[src/rtl/muldiv_pkg.sv]
// Shared encodings for the RV M-extension multiply/divide unit.
package muldiv_pkg;

  localparam logic [6:0] OPC_R_TYPE    = 7'b0110011;
  localparam logic [6:0] FUNCT7_MULDIV = 7'b0000001;

  typedef enum logic [2:0] {
    F3_MUL    = 3'd0,
    F3_MULH   = 3'd1,
    F3_MULHSU = 3'd2,
    F3_MULHU  = 3'd3,
    F3_DIV    = 3'd4,
    F3_DIVU   = 3'd5,
    F3_REM    = 3'd6,
    F3_REMU   = 3'd7
  } funct3_e;

  typedef enum logic [1:0] {
    IDLE = 2'd0,
    CALC = 2'd1,
    DONE = 2'd2
  } state_e;

endpackage

[src/rtl/muldiv_unit.sv]
// Iterative radix-2 multiply (shift-add) / restoring divide for RV32M/RV64M.
// state | meaning: IDLE accept op | CALC one step per cycle | DONE hold result
import muldiv_pkg::*;

module muldiv_unit #(
  parameter int XLEN = 32
) (
  input  logic            clk,
  input  logic            reset,
  input  logic            in_valid,
  output logic            in_ready,
  input  logic [2:0]      funct3,
  input  logic [XLEN-1:0] rs1_data,
  input  logic [XLEN-1:0] rs2_data,
  input  logic            flush,
  output logic            out_valid,
  input  logic            out_ready,
  output logic [XLEN-1:0] result
);

  localparam int CW = $clog2(XLEN + 1);
  localparam logic [XLEN-1:0] MIN_NEG = {1'b1, {(XLEN-1){1'b0}}};

  state_e            state_q;
  funct3_e           op_q;
  logic              neg_q;
  logic [XLEN-1:0]   b_q;
  logic [2*XLEN-1:0] acc_q;
  logic [CW-1:0]     cnt_q;
  logic [XLEN-1:0]   res_q;

  funct3_e         f_in;
  logic            a_signed, b_signed, a_neg, b_neg, neg_in;
  logic [XLEN-1:0] a_mag, b_mag;
  logic            div_zero, div_ovf;
  logic [XLEN-1:0] fast_res;

  always_comb begin
    f_in     = funct3_e'(funct3);
    a_signed = (f_in == F3_MULH) || (f_in == F3_MULHSU) || (f_in[2] && !f_in[0]);
    b_signed = (f_in == F3_MULH) || (f_in[2] && !f_in[0]);
    a_neg    = a_signed && rs1_data[XLEN-1];
    b_neg    = b_signed && rs2_data[XLEN-1];
    a_mag    = a_neg ? ('0 - rs1_data) : rs1_data;
    b_mag    = b_neg ? ('0 - rs2_data) : rs2_data;
    // remainder follows the dividend sign, everything else the sign product
    neg_in   = (f_in[2] && f_in[1]) ? a_neg : (a_neg ^ b_neg);
    div_zero = f_in[2] && (rs2_data == '0);
    div_ovf  = f_in[2] && !f_in[0] && (rs1_data == MIN_NEG) && (rs2_data == '1);
    fast_res = div_zero ? (f_in[1] ? rs1_data : '1)
                        : (f_in[1] ? '0 : rs1_data);
  end

  logic [XLEN:0]     mul_sum;
  logic [XLEN:0]     div_trial, div_diff;
  logic              div_ge;
  logic [2*XLEN-1:0] acc_d;
  logic [2*XLEN-1:0] prod;
  logic [XLEN-1:0]   div_sel, div_res, res_d;

  // acc_q: multiply {partial hi, multiplier lo}; divide {remainder, quotient/dividend}
  always_comb begin
    mul_sum   = {1'b0, acc_q[2*XLEN-1:XLEN]} + (acc_q[0] ? {1'b0, b_q} : '0);
    div_trial = {acc_q[2*XLEN-1:XLEN], acc_q[XLEN-1]};
    div_diff  = div_trial - {1'b0, b_q};
    div_ge    = !div_diff[XLEN];
    if (op_q[2])
      acc_d = {(div_ge ? div_diff[XLEN-1:0] : div_trial[XLEN-1:0]),
               acc_q[XLEN-2:0], div_ge};
    else
      acc_d = {mul_sum, acc_q[XLEN-1:1]};
    prod    = neg_q ? ('0 - acc_d) : acc_d;
    div_sel = op_q[1] ? acc_d[2*XLEN-1:XLEN] : acc_d[XLEN-1:0];
    div_res = neg_q ? ('0 - div_sel) : div_sel;
    if (op_q[2])
      res_d = div_res;
    else if (op_q == F3_MUL)
      res_d = prod[XLEN-1:0];
    else
      res_d = prod[2*XLEN-1:XLEN];
  end

  always_ff @(posedge clk) begin
    if (reset) begin
      state_q <= IDLE;
      op_q    <= F3_MUL;
      neg_q   <= 1'b0;
      b_q     <= '0;
      acc_q   <= '0;
      cnt_q   <= '0;
      res_q   <= '0;
    end else if (flush) begin
      state_q <= IDLE;
    end else begin
      case (state_q)
        IDLE: begin
          if (in_valid) begin
            op_q <= f_in;
            if (div_zero || div_ovf) begin
              res_q   <= fast_res;
              state_q <= DONE;
            end else begin
              acc_q   <= {{XLEN{1'b0}}, a_mag};
              b_q     <= b_mag;
              neg_q   <= neg_in;
              cnt_q   <= CW'(XLEN);
              state_q <= CALC;
            end
          end
        end
        CALC: begin
          acc_q <= acc_d;
          cnt_q <= cnt_q - 1'b1;
          if (cnt_q == CW'(1)) begin
            res_q   <= res_d;
            state_q <= DONE;
          end
        end
        DONE: begin
          if (out_ready)
            state_q <= IDLE;
        end
        default: state_q <= IDLE;
      endcase
    end
  end

  assign in_ready  = (state_q == IDLE);
  assign out_valid = (state_q == DONE);
  assign result    = res_q;

endmodule

[config.mk]
export PLATFORM = sky130hd
export DESIGN_NAME = muldiv_unit
export DESIGN_NICKNAME = d
export VERILOG_FILES = /design/src/rtl/muldiv_pkg.sv /design/src/rtl/muldiv_unit.sv
export SDC_FILE = /design/constraint.sdc
export NUM_CORES = 1
export LEC_CHECK = 0
export ABC_CLOCK_PERIOD_IN_PS = 6700
export CAP_MARGIN = 15
export CELL_PAD_IN_SITES_DETAIL_PLACEMENT = 1
export CELL_PAD_IN_SITES_GLOBAL_PLACEMENT = 1
export CORE_MARGIN = 10
export CORE_UTILIZATION = 45
export DETAILED_ROUTE_END_ITERATION = 7
export PLACE_DENSITY_LB_ADDON = 0.1
export SETUP_SLACK_MARGIN = 0.3
export SYNTH_ARGS = -nofsm -noshare
export SYNTH_HDL_FRONTEND = slang
export SYNTH_SLANG_ARGS = --single-unit
[constraint.sdc]
create_clock -name clk -period 6.7 [get_ports clk]
set_clock_uncertainty 0.05 [all_clocks]
set_input_delay 1.675 -clock clk [delete_from_list [all_inputs] [get_ports clk]]
set_output_delay 1.675 -clock clk [all_outputs]
set_load 0.05 [all_outputs]
==> impl_metrics.yaml <==
drt:
  met2_length_um: 36970
  viasPerCell: 6.946
  wl_met1_um: 38360
  met3_length_um: 9963
  first_pass_iters: 5
  drtAntennaViolNets: 0
  vias: 21214
  highest_layer: "met5"
  wl_um: 88820
  drc_errors: 0
  wl_per_cell_um: 29.08
  drtIter0Drc: 2542
synthesis:
  avgSynthCellArea_um2: 7.080
  synth_top_area_share_pct: 15.96
  mappedNetlistNets: 2625
  synth_most_common_cell: "nor2_1"
  synthTopCellsByCount: "339 x nor2_1, 208 x a21oi_1, 177 x nand2_1, 140 x dfxtp_1, 123 x o21ai_0"
  synth-compound-area-share_pct: 32.52
  synth_mux_area_share_pct: 4.190
  synth_top_family_by_area: "compound AO/OA/AOI/OAI gates"
  synth_cell_types: 120
  postSynthCellCount: 2480
  synthSimpleGateAreaFrac_pct: 27.10
  async_reset_ff_share_pct: 0
  ys_ff_latch: 140
  yosys_warnings: 0
  synth_ff_type: "dfxtp_1"
  synth_xor_area_share_pct: 7.582
  synth_area_leaders: "dfxtp_1 16%, nor2_1 7.2%, a21oi_1 5.9%"
  synth_top_area_cell: "dfxtp_1"
  synth_fa_ha_area_share_pct: 6.769
  seq_area_frac_synth_pct: 15.96
  synth-edff-count: 0
  syn-cell-area_um2: 17560
sta:
  slew_headroom_pct: 19.41
  worst_pin_slew_ps: 1178
  grt_setup_unrepaired: "false"
  maxSlewViolCount: 0
  timing.final.crit_share_pct: 92.05
  fmaxAchievable_mhz: 162.1
  setup-violations-final: 0
  finalCriticalPeriod_ps: 6167
  final.setup.tns_ps: 0
  hold_violations: 0
worst_setup_path:
  worst-path-max-fanout: 16
  worstPathRequired_ps: 7030
  cp.arrival_ps: 6500
  slowest_delay_ps: 640
  critPathCapture: "result[27]"
  worstPathCellList: "inv_1, ha_1, inv_1, fa_1, a21o_1, a221o_1, o2bb2ai_4, a21boi_4, buf_4, o21ai_4, buf_4, nand2_1, o311a_1, nand4bb_1, or3b_1, or2_2, a211oi_1, buf_4, nor3_1, a21o_1"
  r2r_setup_slack_ps: 530
  crit_start: "acc_q[31]"
  startpoint_type: "flip-flop"
  crit_cells: 20
  critPathBufInv: 5
  crit_type: "flip-flop to flip-flop"
  cp_common_cell: "buf_4"
  timing.rr.end: "result[27]"
  end_kind: "flip-flop"
  worstRegToRegCells: 20
  reg2reg_from: "acc_q[31]"
  critPathTopFamily: "compound AO/OA/AOI/OAI gates"
  slowest_stage: "or3b_1"
grt:
  grt_pass1_wl_um: 131700
  grt_overflow_total: 0
  track_usage_pct: 36.17
  antenna_found_initial: 2
  grt_pass1_vias: 20562
  grt_max_degree: 95
floorplan:
  die_area_um2: 47320
  core.rowCount: 72
  die_w_um: 217.5
  num_io_pins: 106
  core_area_um2: 38650
  die_h_um: 217.5
  initial_core_util_pct: 45.44
power_and_ir_drop:
  powerDensity_nw_per_um2: 167.2
  irDropWorstVdd_mv: 0.1939
  finalPower_w: 0.003321
  p_leak_nw: 7.364
clock_network:
  root_buffer: "clkbuf_16"
  clkTransAtPathRegs_ps: 60
  cts_tree: "yes"
  clock_latency_ps: 500
  clock_sinks: 140
  clockBufferDepth: 2
  cts_buffers: 17
  htreeDepth: 4
final_layout:
  utilization_pct: 51.39
  nets: 2667
  area_delta_synth_final_pct: 13.11
  drive_gt1_share_pct: 9.034
  final_cell_area_um2: 19860
  fillers: 4942
place:
  port_buffers: 105
  dp_hpwl_um: 68690
  routabilityCongestion: 1.037
  place_area_um2: 19240
status:
  status: "completed"
min_path:
  worstHoldPathType: "flip-flop to flip-flop"
flow_run:
  drv_cap: 0
==> tightest hold or removal path, delay by kind of cell (launching register included) <==
kind               cells  cell delay (ps)
and+or+nand+nor        1               60
DFF                    1              320
AOI/OAI and AO/OA      1               50
==> flip-flops by register name, indices dropped and copies added (netlist names) <==
register  count
cnt_q         6
state_q       2
b_q          32
result       32
acc_q        64
op_q          3
neg_q         1
==> per-stage QoR <==
stage,worst slack [ps],cells,hold WS (ps)
global placement,515.2,3018,413.5
global route,328.8,3054,444.4
CTS,651.1,3050,422.2
floorplan,1100,2480,404.5
finish,532.6,3054,423.6
detailed placement,319.5,3018,409.6
==> logic make-up after synthesis <==
group	after synthesis
compound gates	817
xor+xnor	152
flops	140
fa+ha+maj	99
mux	70
simple gates	954
buf+inv	248
==> power breakdown <==
part	switching (W)	leakage, nW	internal (W)
clock network	0.000450	0.284	0.000570
registers	0.0000676	1.14	0.000871
logic	0.000910	5.94	0.000452
==> layer usage <==
layer | GRT usage, % | vias to the layer above
li1 | - | 9367
met1 | 49.66 | 10463
met2 | 52.24 | 1182
met3 | 9.667 | 200
met4 | 14.80 | 2
met5 | 0 | -
==> layout by cell type, fill, tap and decap left out, types with 35 or more instances in the layout <==
cell / count
nor2_1: 339
a21oi_1: 207
nand2_1: 177
dfxtp_1: 137
o21ai_0: 122
clkdlybuf4s50_1: 104
a211oi_1: 99
xnor2_1: 90
nor3_1: 89
buf_4: 87
inv_1: 74
ha_1: 71
xor2_1: 62
nand3_1: 54
mux2i_1: 45
and2_1: 42
o211ai_1: 35
==> what timing repair did <==
action | CTS | global route
setup endpoints to repair | 0 | 4
setup buffers | 0 | 2
resized for setup | 0 | 2
hold buffers | 0 | 0
==> area by class of cell <==
| class | count | area (um^2) | area share, % |
|---|---|---|---|
| Antenna cell | 1 | 2.502 | 0.01260 |
| Clock buffer | 20 | 456.7 | 2.299 |
| Clock inverter | 12 | 136.4 | 0.6867 |
| Inverter | 76 | 285.3 | 1.436 |
| Multi-Input combinational cell | 2092 | 13760 | 69.30 |
| Sequential cell | 140 | 2809 | 14.14 |
| Tap cell | 518 | 648.1 | 3.263 |
| Timing Repair Buffer | 195 | 1759 | 8.857 |
==> how the worst min path moves through the flow <==
stage	startpoint	to	slack, ps	depth (start not counted)
global route	result[1]	result[1]	440	2
CTS	result[1]	result[1]	420	2
floorplan	b_q[31]	b_q[31]	400	2
global placement	result[1]	result[1]	410	2
detailed placement	result[1]	result[1]	410	2
finish	result[1]	result[1]	420	2
No activity file was read; power rests on OpenSTA's default activity.
